## src/rtl/mips_pkg.sv

```systemverilog
// Shared MIPS32 pipeline definitions: ALU control codes,
// ALUOp encodings, R-type funct values and register constants.
package mips_pkg;

    typedef enum logic [3:0] {
        ALU_AND = 4'd0,
        ALU_OR  = 4'd1,
        ALU_ADD = 4'd2,
        ALU_SUB = 4'd6,
        ALU_SLT = 4'd7,
        ALU_NOR = 4'd12,
        ALU_BAD = 4'd15
    } aluctl_e;

    typedef enum logic [1:0] {
        ALUOP_ADD   = 2'b00,
        ALUOP_SUB   = 2'b01,
        ALUOP_RTYPE = 2'b10,
        ALUOP_OR    = 2'b11
    } aluop_e;

    localparam logic [5:0] FN_ADD = 6'h20;
    localparam logic [5:0] FN_SUB = 6'h22;
    localparam logic [5:0] FN_AND = 6'h24;
    localparam logic [5:0] FN_OR  = 6'h25;
    localparam logic [5:0] FN_NOR = 6'h27;
    localparam logic [5:0] FN_SLT = 6'h2A;

    localparam logic [4:0] REG_ZERO = 5'd0;

endpackage

```

## src/rtl/alu_control.sv

```systemverilog
// Combinational ALUOp/funct to ALU control decoder, shared with
// the single-cycle datapath.
module alu_control
    import mips_pkg::*;
(
    input  logic [1:0] i_aluop,
    input  logic [5:0] i_funct,
    output logic [3:0] o_aluctl
);

    aluctl_e w_fn;
    aluctl_e w_ctl;

    always_comb begin
        w_fn = ALU_BAD;
        unique case (i_funct)
            FN_ADD:  w_fn = ALU_ADD;
            FN_SUB:  w_fn = ALU_SUB;
            FN_AND:  w_fn = ALU_AND;
            FN_OR:   w_fn = ALU_OR;
            FN_NOR:  w_fn = ALU_NOR;
            FN_SLT:  w_fn = ALU_SLT;
            default: w_fn = ALU_BAD;
        endcase
    end

    always_comb begin
        w_ctl = ALU_ADD;
        unique case (i_aluop)
            ALUOP_ADD:   w_ctl = ALU_ADD;
            ALUOP_SUB:   w_ctl = ALU_SUB;
            ALUOP_RTYPE: w_ctl = w_fn;
            ALUOP_OR:    w_ctl = ALU_OR;
            default:     w_ctl = ALU_ADD;
        endcase
    end

    assign o_aluctl = w_ctl;

endmodule

```

## src/rtl/id_ex_stage.sv

```systemverilog
// ID/EX pipeline register with ALU control decode, EX/MEM and
// MEM/WB operand forwarding, and load-use hazard detection.
module id_ex_stage
    import mips_pkg::*;
#(
    parameter int DW = 32,
    parameter int RW = 5
) (
    input  logic          clk,
    input  logic          reset,
    input  logic          id_valid,
    input  logic [DW-1:0] id_rs_data,
    input  logic [DW-1:0] id_rt_data,
    input  logic [DW-1:0] id_imm,
    input  logic [RW-1:0] id_rs,
    input  logic [RW-1:0] id_rt,
    input  logic [RW-1:0] id_rd,
    input  logic [1:0]    id_aluop,
    input  logic [5:0]    id_funct,
    input  logic          id_alusrc,
    input  logic          id_regdst,
    input  logic          id_regwrite,
    input  logic          id_memread,
    input  logic          id_memwrite,
    input  logic          id_memtoreg,
    input  logic          stall,
    input  logic          flush,
    input  logic          exmem_regwrite,
    input  logic [RW-1:0] exmem_rd,
    input  logic [DW-1:0] exmem_result,
    input  logic          memwb_regwrite,
    input  logic [RW-1:0] memwb_rd,
    input  logic [DW-1:0] memwb_result,
    output logic          ex_valid,
    output logic [3:0]    ALUctl,
    output logic [DW-1:0] alu_a,
    output logic [DW-1:0] alu_b,
    output logic [DW-1:0] ex_store_data,
    output logic [RW-1:0] ex_dest,
    output logic          ex_regwrite,
    output logic          ex_memread,
    output logic          ex_memwrite,
    output logic          ex_memtoreg,
    output logic          load_use_hazard
);

    localparam logic [RW-1:0] R0 = RW'(REG_ZERO);

    logic          r_valid;
    logic [3:0]    r_aluctl;
    logic [RW-1:0] r_dest;
    logic [RW-1:0] r_rs;
    logic [RW-1:0] r_rt;
    logic [DW-1:0] r_rs_data;
    logic [DW-1:0] r_rt_data;
    logic [DW-1:0] r_imm;
    logic          r_alusrc;
    logic          r_regwrite;
    logic          r_memread;
    logic          r_memwrite;
    logic          r_memtoreg;

    logic [3:0]    w_aluctl;
    logic          w_bubble;
    logic [DW-1:0] w_fwd_rs;
    logic [DW-1:0] w_fwd_rt;

    alu_control u_alu_control (
        .i_aluop  (id_aluop),
        .i_funct  (id_funct),
        .o_aluctl (w_aluctl)
    );

    // An empty ID slot is loaded exactly like a flush bubble.
    assign w_bubble = flush | (~stall & ~id_valid);

    always_ff @(posedge clk) begin
        if (reset || w_bubble) begin
            r_valid    <= 1'b0;
            r_aluctl   <= '0;
            r_dest     <= '0;
            r_rs       <= '0;
            r_rt       <= '0;
            r_rs_data  <= '0;
            r_rt_data  <= '0;
            r_imm      <= '0;
            r_alusrc   <= 1'b0;
            r_regwrite <= 1'b0;
            r_memread  <= 1'b0;
            r_memwrite <= 1'b0;
            r_memtoreg <= 1'b0;
        end else if (!stall) begin
            r_valid    <= 1'b1;
            r_aluctl   <= w_aluctl;
            r_dest     <= id_regdst ? id_rd : id_rt;
            r_rs       <= id_rs;
            r_rt       <= id_rt;
            r_rs_data  <= id_rs_data;
            r_rt_data  <= id_rt_data;
            r_imm      <= id_imm;
            r_alusrc   <= id_alusrc;
            r_regwrite <= id_regwrite;
            r_memread  <= id_memread;
            r_memwrite <= id_memwrite;
            r_memtoreg <= id_memtoreg;
        end
    end

    always_comb begin
        w_fwd_rs = r_rs_data;
        if (exmem_regwrite && exmem_rd != R0 && exmem_rd == r_rs)
            w_fwd_rs = exmem_result;
        else if (memwb_regwrite && memwb_rd != R0 && memwb_rd == r_rs)
            w_fwd_rs = memwb_result;
    end

    always_comb begin
        w_fwd_rt = r_rt_data;
        if (exmem_regwrite && exmem_rd != R0 && exmem_rd == r_rt)
            w_fwd_rt = exmem_result;
        else if (memwb_regwrite && memwb_rd != R0 && memwb_rd == r_rt)
            w_fwd_rt = memwb_result;
    end

    assign alu_a         = w_fwd_rs;
    assign ex_store_data = w_fwd_rt;
    assign alu_b         = r_alusrc ? r_imm : w_fwd_rt;

    assign load_use_hazard = r_valid & r_memread & (r_rt != R0)
                           & ((r_rt == id_rs) | (r_rt == id_rt));

    assign ex_valid    = r_valid;
    assign ALUctl      = r_aluctl;
    assign ex_dest     = r_dest;
    assign ex_regwrite = r_regwrite;
    assign ex_memread  = r_memread;
    assign ex_memwrite = r_memwrite;
    assign ex_memtoreg = r_memtoreg;

endmodule
```

## config.mk

```make
export PLATFORM = sky130hd
export DESIGN_NAME = id_ex_stage
export DESIGN_NICKNAME = d
export VERILOG_FILES = /design/src/rtl/mips_pkg.sv /design/src/rtl/alu_control.sv /design/src/rtl/id_ex_stage.sv
export SDC_FILE = /design/constraint.sdc
export NUM_CORES = 1
export LEC_CHECK = 0
export BUFFER_PORTS_ARGS = -buffer_cell sky130_fd_sc_hd__buf_2
export CAP_MARGIN = 20
export CORE_MARGIN = 2
export CORE_UTILIZATION = 35
export DETAILED_ROUTE_END_ITERATION = 7
export MAX_ROUTING_LAYER = met4
export PLACE_DENSITY = 0.61
export SETUP_SLACK_MARGIN = 0.3
export SLEW_MARGIN = 25
export SYNTH_ARGS = -nofsm -noshare
export SYNTH_HDL_FRONTEND = slang
export SYNTH_SLANG_ARGS = --single-unit
```

## constraint.sdc

```tcl
create_clock -name clk -period 3.4 [get_ports clk]
set_input_delay 0.17 -clock clk [delete_from_list [all_inputs] [get_ports clk]]
set_output_delay 0.17 -clock clk [all_outputs]
set_load 0.1 [all_outputs]
```

==> impl_metrics.py <==
metrics = {
    "setup_path": {
        "cpPeakStageDelay_ns": 0.55,
        "startpoint_type": "flop",
        "slowest_stage": "nor2_4",
        "worstPathArrival_ns": 2.78,
        "critPathBufInv": 2,
        "path_class": "reg2out",
        "crit_path_start": "r_rt[3]",
        "cp_top_family": "simple AND/OR/NAND/NOR gates",
        "crit_fanout": 19,
        "end_kind": "output pin",
        "worstReg2RegStart": "r_alusrc",
        "path_cells": "xnor2_1 -> nand4_1 -> buf_4 -> nor2_4 -> a211oi_1 -> o31ai_2 -> buf_12",
        "cp.required_ns": 3.23,
    },
    "global_routing": {
        "antenna_found_initial": 0,
        "grt_pass1_wl_um": 38600,
        "grt_max_degree": 122,
        "overflow": 0,
        "grt_use_total_pct": 25.4,
        "grt_pass1_vias": 7265,
    },
    "clock_network": {
        "cts_root_buffer": "clkbuf_16",
        "path_clk_slew_ns": 0.06,
        "h-tree-depth": 4,
        "cts_buffer_depth": 2,
        "cts-buffers-inserted": 17,
        "cts_tree": "done",
        "clock_latency_ns": 0.41,
        "clock_sinks": 121,
    },
    "timing": {
        "skew_ns": 0,
        "rsz0062_at_grt": "no",
        "fin_tns_setup_ns": 0,
        "max_slew.worst_pin.slew_ns": 0.911,
        "slew_headroom_pct": 39.3,
        "finalSetupViolCount": 0,
        "min_period_ns": 2.95,
        "hold_ws_ns": 0.0123,
        "timing.final.crit_share_pct": 86.6,
        "final_max_slew_viol_count": 0,
        "hold_viol": 0,
        "fmax_mhz": 340,
    },
    "place": {
        "routabilityCongestion": 0.899,
        "place.detailed.hpwl_um": 17800,
        "dp.cells": 1289,
        "portBuffers": 316,
    },
    "cells_and_area": {
        "nNetsFinal": 1373,
        "synthToLayoutAreaGrowth_pct": 69.5,
        "final_common_cell": "buf_2",
        "final_cell_mix": "buf_2, nor2_1, mux2i_1, dfxtp_1, dlygate4sd3_1",
        "instances_no_fill": 1413,
        "diodes": 0,
        "drive_gt1_share_pct": 36.0,
        "nFillCells": 1598,
    },
    "status": {
        "status": "completed",
    },
    "synthesis": {
        "syn_area_per_cell_sq_um": 8.51,
        "yosys-top-cells-area": "dfxtp_1, mux2i_1, nor2_1",
        "synth_top_cell_area_share_pct": 36.3,
        "synth_cell_types": 40,
        "syn-num-nets": 991,
        "async_flop_share_pct": 0,
        "synth_edf_count": 0,
        "synth_area_sq_um": 6680,
        "synthFlopType": "dfxtp_1",
        "ys.warnings.count": 0,
        "yosysTopAreaCell": "dfxtp_1",
        "netlist_instances": 785,
        "synth-seq-cells": 121,
        "ys_seq_area_share_pct": 36.3,
    },
    "floorplanning": {
        "fp.dieArea_sq_um": 20200,
        "die_h_um": 142,
        "io_pins": 317,
        "start_util_pct": 35.7,
        "core_area_sq_um": 18700,
        "die_w_um": 142,
        "rows": 50,
    },
    "power": {
        "irDropWorstVdd_v": 0.000335,
        "powerDensity_nw_per_um2": 408,
        "leakagePower_nw": 4.98,
    },
    "drt": {
        "viasPerCell": 5.08,
        "wl_um": 25600,
        "vias": 7174,
        "dr.first_iter.drc_count": 319,
        "drtAntennaViolNets": 0,
        "firstDrtPassIters": 4,
        "route.detailed.drc": 0,
        "wire_per_inst_um": 18.1,
    },
    "min_path": {
        "min-delay-start": "id_rs_data[6]",
        "hp-class": "in2reg",
    },
    "run": {
        "cap_viol_max_count": 0,
    },
}
[worst reg2reg max path, delay by kind of cell (launching register included)]
| kind | cells | cell delay, ns |
|---|---|---|
| mux | 1 | 0.08 |
| simple gates | 1 | 0.10 |
| flops | 1 | 0.94 |
| buf+inv | 1 | 0.30 |
[power breakdown]
part / switching [mW] / internal, mW
clock network: 0.670 / 1.23
logic: 0.764 / 0.466
registers: 0.0322 / 1.46
[cell families after synthesis]
group	count (synthesis)	synth area share, %
compound gates	136	14.0
simple gates	265	16.5
mux	163	24.7
buf+inv	69	4.46
flops	121	36.3
xor+xnor	31	4.07
[final cells by class]
| class | instances | area, sq um | share of cell area, % |
|---|---|---|---|
| sequential | 121 | 2430 | 21.4 |
| multi-input combinational | 595 | 4290 | 37.9 |
| inverter | 4 | 15.0 | 0.133 |
| clock inverter | 10 | 141 | 1.25 |
| tap | 234 | 293 | 2.59 |
| clock buffer | 21 | 482 | 4.26 |
| timing repair buffer | 428 | 3670 | 32.4 |
[synthesized netlist by cell type, drive strengths merged, types with 2 or more instances]
library cell	number
mux2i	149
a211oi	19
or4	4
o311ai	2
buf	28
nand2	21
o31ai	20
xnor2	21
nand3	16
nor2	198
a21boi	19
o211ai	3
mux2	14
o21ai	16
xor2	10
nor2b	2
a31oi	13
nor3	15
nor4b	2
a21oi	43
clkbuf	37
dfxtp	121
nand4	3
inv	4
[path summary, 6_finish.rpt]
path	end	slack, ns	depth (start not counted)
min reg2reg	ALUctl[0]	0.47	2
max reg2reg	r_alusrc	1.92	3
min	r_rs_data[6]	0.01	3
max	alu_b[11]	0.45	7
[routing by layer]
metal / share of wire [%] / GRT usage, %
met1: 44 / 30.5
met2: 49 / 43.3
met4: 1.7 / 8.11
met5: 0 / -
met3: 5.5 / 4.27
[metrics by stage]
stage	util [%]	area, sq um	power (mW)	setup WS [ns]
finish	60.5	11300	4.62	0.455
global route	60.5	11300	4.79	0.306
CTS	60.5	11300	4.66	0.399
detailed placement	52.2	9760	2.66	0.589
global placement	52.1	9750	2.65	0.564
floorplan	-	6980	2.24	0.240
[timing repair]
action,in CTS,in global routing
hold buffers,93,0
buffers inserted,0,0
hold endpoints to repair,93,0
endpoints found under the setup margin,25,0
gates resized for setup,1,0
[state kept, by name, summed over array words and instances (netlist names)]
signal       count
ex_valid         1
r_rt             5
r_alusrc         1
ex_memwrite      1
ALUctl           4
ex_dest          5
r_rt_data       32
ex_memread       1
r_rs_data       32
r_rs             5
r_imm           32
ex_regwrite      1
ex_memtoreg      1
Note: power is estimated with default switching activity, not from simulation.
